==> config.mk <==
export PLATFORM = sky130hd
export DESIGN_NAME = fetch_pc_unit
export DESIGN_NICKNAME = d
export VERILOG_FILES = /design/src/rtl/fetch_pc_unit.sv
export SDC_FILE = /design/constraint.sdc
export NUM_CORES = 1
export LEC_CHECK = 0
export BUFFER_PORTS_ARGS = -buffer_cell sky130_fd_sc_hd__buf_2
export CELL_PAD_IN_SITES_DETAIL_PLACEMENT = 1
export CELL_PAD_IN_SITES_GLOBAL_PLACEMENT = 1
export CORE_AREA = 5 5 114 116
export DETAILED_ROUTE_END_ITERATION = 8
export DIE_AREA = 0 0 119 121
export PLACE_DENSITY = 0.92
export SETUP_SLACK_MARGIN = 0.1
export SYNTH_ARGS = -nofsm -noshare
export SYNTH_HDL_FRONTEND = slang
export SYNTH_SLANG_ARGS = --single-unit
==> constraint.sdc <==
create_clock -name CLK -period 5.8 [get_ports CLK]
set_input_delay 0.58 -clock CLK [delete_from_list [all_inputs] [get_ports CLK]]
set_output_delay 0.58 -clock CLK [all_outputs]
set_load 0.02 [all_outputs]
==> src/rtl/fetch_pc_unit.sv <==
// Fetch front end: owns the PC, drives IMEM reads, tracks the PC_ID/InstrValid pair.
// Optional MISALIGN_TRAP_EN redirects misaligned targets to TRAP_VECTOR.
module fetch_pc_unit #(
    parameter logic [31:0] RESET_VECTOR = 32'h0000_0000,
    parameter logic [31:0] TRAP_VECTOR  = 32'h0000_0100
) (
    input  logic        CLK,
    input  logic        RST,
    input  logic        Stall,
    input  logic        Halt,
    input  logic        Resume,
    input  logic        BranchTaken,
    input  logic [31:0] BranchTarget,
    input  logic        Jump,
    input  logic [31:0] JumpTarget,
    output logic [31:0] PC,
    output logic        MemRead,
    output logic [31:0] PC_ID,
    output logic        InstrValid,
    output logic [31:0] InstrCount,
    output logic        MisalignTrap
);

    typedef enum logic [1:0] {
        S_IDLE,
        S_RUN,
        S_HALT
    } state_t;

    state_t      state;
    logic        redirect;
    logic        misalign;
    logic [31:0] tgt;
    logic [31:0] next_tgt;

    assign MemRead  = (state == S_RUN) && !Stall && !Halt;
    assign redirect = (state != S_IDLE) && (Jump || BranchTaken);
    assign tgt      = Jump ? JumpTarget : BranchTarget;

`ifdef MISALIGN_TRAP_EN
    assign misalign = |tgt[1:0];
`else
    logic unused_tgt_bits;
    assign misalign        = 1'b0;
    assign unused_tgt_bits = ^tgt[1:0];
`endif

    assign next_tgt = misalign ? TRAP_VECTOR : {tgt[31:2], 2'b00};

    always_ff @(posedge CLK or posedge RST) begin
        if (RST) begin
            state        <= S_IDLE;
            PC           <= RESET_VECTOR;
            PC_ID        <= RESET_VECTOR;
            InstrValid   <= 1'b0;
            InstrCount   <= 32'd0;
            MisalignTrap <= 1'b0;
        end else begin
            MisalignTrap <= redirect && misalign;
            if (MemRead && InstrValid)
                InstrCount <= InstrCount + 32'd1;
            // The fetch issued alongside a redirect is wrong-path
            if (redirect) begin
                PC         <= next_tgt;
                InstrValid <= 1'b0;
                if (MemRead)
                    PC_ID <= PC;
            end else if (MemRead) begin
                PC         <= PC + 32'd4;
                PC_ID      <= PC;
                InstrValid <= 1'b1;
            end
            unique case (state)
                S_IDLE:  state <= S_RUN;
                S_RUN:   if (Halt) state <= S_HALT;
                S_HALT:  if (Resume) state <= S_RUN;
                default: state <= S_IDLE;
            endcase
        end
    end

endmodule

# == Yosys cells after proc, flatten, opt, wreduce, memory -nomap -nowiden ==
# Cells that the tools add are included.
# word_totals
ff_bits,99
in_bits,71
out_inout_bits,99
wordCells,30
# classes
n_addsub,2
eq_ne,4
muxes,8
n_reduce_logical,11
# ops
operator,n
2-to-1 mux 32 bit,3
"adder 32 x 1 -> 32 bit, second input constant",1
"adder 32 x 3 -> 32 bit, second input constant",1
case mux 2 bit (3 select lines),1
logical AND 1 bit,4
2-to-1 mux 2 bit,2
"!= test 2 bit, second input constant",2
nonzero test 2 bit,2
"equality test 2 x 1 -> 1 bit, second input constant",1
"equality test 2 bit, second input constant",1
logical NOT 1 bit,2
logical NOT 2 bit,1
2-to-1 mux 1 bit,2
AND reduction 2 bit,1
logical OR 1 bit,1

# == Depth between registers and ports, before layout ==
# logic_depth
ltp_word,5
ltp_mapped,8
ltp_nobuf,6

# == Worst setup path after synthesis ==
# No wires, ideal clock.
# synth_timing
path_type,input to output
startpoint,input port Halt
endpoint,output port MemRead
t_arrival_ns,1.878
required_ns,5.220
slack_ns,3.342
path_stages,5
n_path_buf,3
path_cell_list,or4b_1 buf_6 clkinv_2 buf_2 buf_1
# synth_via
elab_chain_cells,2
# synth_lines
item,line_no,rtl
from (decl),10,"input logic Halt,"
logical NOT 1 bit,36,assign MemRead = (state == S_RUN) && !Stall && !Halt;
logical AND 1 bit,36,
to (decl),17,"output logic MemRead,"
# No other way between the ends.

# == Worst setup path in the final report ==
# layout_timing
startpoint,register state[1]
endpoint,register PC[31]
# layout_via
elab_chain_cells,4
elab_cells_between_ends,7
cone_classes,eq/ne (1); mux (1); reduce/logical (5)
# layout_lines
item,line_no,rtl
from (decl),30,state_t state;
from (signal assigned),52,state <= S_IDLE;
from (signal assigned),74,S_IDLE: state <= S_RUN;
from (signal assigned),75,S_RUN: if (Halt) state <= S_HALT;
equality test 2 x 1 -> 1 bit,36,
logical AND 1 bit (2 in series),36,
nonzero test 2 bit (no line),--,
to (signal assigned),64,PC <= next_tgt;
to (signal assigned),69,PC <= PC + 32'd4;
to (decl),16,"output logic [31:0] PC,"
# Parallel ways exist; a longest one is shown, timed or not.
# A chain may end at the register's enable or synchronous reset.

==> flow_summary.json <==
{
  "drt-pass1-iter-count": 4,
  "worstSkewPairLatency_ns": 0.34,
  "r2r-end": "PC[31]",
  "syn_area_per_cell_um2": 9.65,
  "multiInputGateArea_um2": 2150,
  "worst_pin_slew_ns": 1.02,
  "dp.cells": 771,
  "slew_headroom": 0.318,
  "postCtsSetupBuffers": 0,
  "viasPerCell": 5.31,
  "finalMaxSlewViolations": 0,
  "cp.required_ns": 6.06,
  "worst-setup-path-type": "flop to flop",
  "syn_inst": 483,
  "pre_cts_slack_ns": 2.34,
  "ys.flop_type": "dfrtp_1",
  "synthSimpleGateAreaFrac": 0.244,
  "path_clk_slew_ns": 0.07,
  "synthArstFlopShare": 1.00,
  "fp.dieArea_um2": 14400,
  "ant_nets": 0,
  "cts_tree": "yes",
  "synth_edf_count": 0,
  "start_util": 0.395,
  "cp_max_fo": 41,
  "cts_inserted_buffers": 9,
  "crit_path_start_kind": "flop",
  "port_buffers": 160,
  "grt_max_degree": 67,
  "dpl-instance-area_um2": 5580,
  "synthMuxAreaShare": 0.00885,
  "grt.overflow.total": 0,
  "timing.fmax_mhz": 313,
  "die_y_um": 121,
  "antennaDiodeCount": 0,
  "holdBufCountCts": 0,
  "min_period_ns": 3.20,
  "power_density_nw_per_um2": 484,
  "ir_drop_uv": 385,
  "final_util": 0.499,
  "fin_setup_tns_ns": 0,
  "nFillCells": 1409,
  "finalWeightedCongestion": 0.794,
  "endpoint_kind": "flop",
  "r2r_start": "state[1]",
  "ios": 170,
  "syn_area_um2": 4660,
  "cts_max_level": 3,
  "power.leakage_nw": 2.94,
  "cts_sinks": 95,
  "cp-endpoint": "PC[31]",
  "synth_top_family_by_area": "simple AND/OR/NAND/NOR gates",
  "ff_latch_area_um2": 2380,
  "drc": 0,
  "routed_wl_mm": 14.9,
  "finClkSkew_ns": 0.00571,
  "cts-root-buf": "clkbuf_16",
  "maxCapViolations": 0,
  "critPathArrivalTime_ns": 3.46,
  "holdWs_ns": 0.221,
  "synth_xor_area_frac": 0.111,
  "num_rows": 40,
  "rsz0062_at_grt": "false",
  "crit_start": "state[1]",
  "synth_fa_ha_area_frac": 0.00537,
  "grt_pass1_wl_mm": 23.7,
  "ys_seq_area_frac": 0.510,
  "grt_use_total": 0.206,
  "wl_per_cell_um": 18.9,
  "yosys_warnings": 0,
  "vias": 4182,
  "min_period_over_period": 0.552,
  "setup_slack_ns": 2.60,
  "fin_area_um2": 5900,
  "antenna_found_initial": 0,
  "r2r_setup_slack_ns": 2.60,
  "clockBufferDepth": 2,
  "synth_compound_area_frac": 0.0861,
  "report.power.total_mw": 2.85,
  "r2r_cells": 7,
  "drive_gt1_frac": 0.294,
  "cts_resized": 0,
  "grt_pass1_vias": 4501,
  "synth-seq-cells": 95,
  "ys_types": 41,
  "nets": 708,
  "coreArea_um2": 11800,
  "setup_violations": 0,
  "dpl.hpwl_mm": 10.8,
  "drt_iter0_drc": 153,
  "outcome": "completed",
  "stdcell_count": 787,
  "min_path_type": "primary input to asynchronous set/reset pin",
  "area_growth_pct": 26.5,
  "hold_violations": 0,
  "die_w_um": 119
}
[critical path, cell delays in order, from the launching register on]
cell and delay [ns]:
dfrtp_1 0.44, or4b_1 0.53, buf_4 0.30, clkinv_2 0.51
and4_4 0.47, nand3_2 0.13, or4_1 0.55, a31oi_1 0.18
[cell type report]
cell class	count	share of cell area
Sequential cell	95	0.403
Tap cell	147	0.0312
Timing Repair Buffer	163	0.140
Clock inverter	6	0.0157
Clock buffer	10	0.0388
Multi-Input combinational cell	357	0.365
Inverter	9	0.00637
[cells by family after synthesis]
logic type      after synthesis
compound gates               65
xor+xnor                     59
fa+ha+maj                     2
buf+inv                      35
flops                        95
mux                           4
other cells                   1
simple gates                222
[cells in the mapped netlist (10+ instances only)]
master	n	area, um2
nor2_1	10	37.5
nand2_1	107	402
a21oi_1	25	125
nor2b_1	28	175
a211oi_1	27	203
clkbuf_1	15	56.3
xor2_1	36	315
xnor2_1	23	201
nand4_1	24	150
dfrtp_1	95	2380
nand3_1	17	85.1
[flip-flops by register name, indices dropped and copies added, names as in the netlist]
signal and count:
InstrCount 32, InstrValid 1, PC 30, PC_ID 30
state 2
[cells in the final DEF, fill, tap and decap left out, types with 3 or more instances in the layout]
master and instances:
buf_4 3, dfrtp_1 95, clkbuf_16 9, xor2_1 36, mux2i_1 3, nor3_1 8, nand4_1 24, nand2_1 107
nand3_1 17, nor2b_1 28, o21ai_0 8, and3_1 8, and4_1 5, xnor2_1 23, conb_1 5, nor2_1 10
a211oi_1 27, buf_2 160, inv_1 7, a21oi_1 25
[how the worst min path moves through the flow]
| stage | from | end | slack, ns | cells after the start |
|---|---|---|---|---|
| 3_5_place_dp | PC_ID[7] | PC_ID[7] | 0.46 | 2 |
| 5_1_grt | RST | PC_ID[18] | 0.24 | 2 |
| 6_report | RST | PC_ID[19] | 0.22 | 2 |
| 2_1_floorplan | state[0] | state[1] | 0.49 | 1 |
| 4_1_cts | RST | PC_ID[19] | 0.23 | 2 |
| 3_3_place_gp | PC_ID[16] | PC_ID[16] | 0.45 | 2 |
[where the power goes]
part | switching [mW] | internal (mW)
Clock | 0.264 | 0.381
Sequential | 0.263 | 0.881
Combinational | 0.701 | 0.363
[metal layers]
metal,global-route usage,vias up,part of all wire
li1,-,1946,-
met1,0.250,2094,0.43
met2,0.373,130,0.51
met3,0.0476,12,0.056
met4,0.0463,0,0.0080
met5,0,-,0
(Power assumes the default switching activity.)
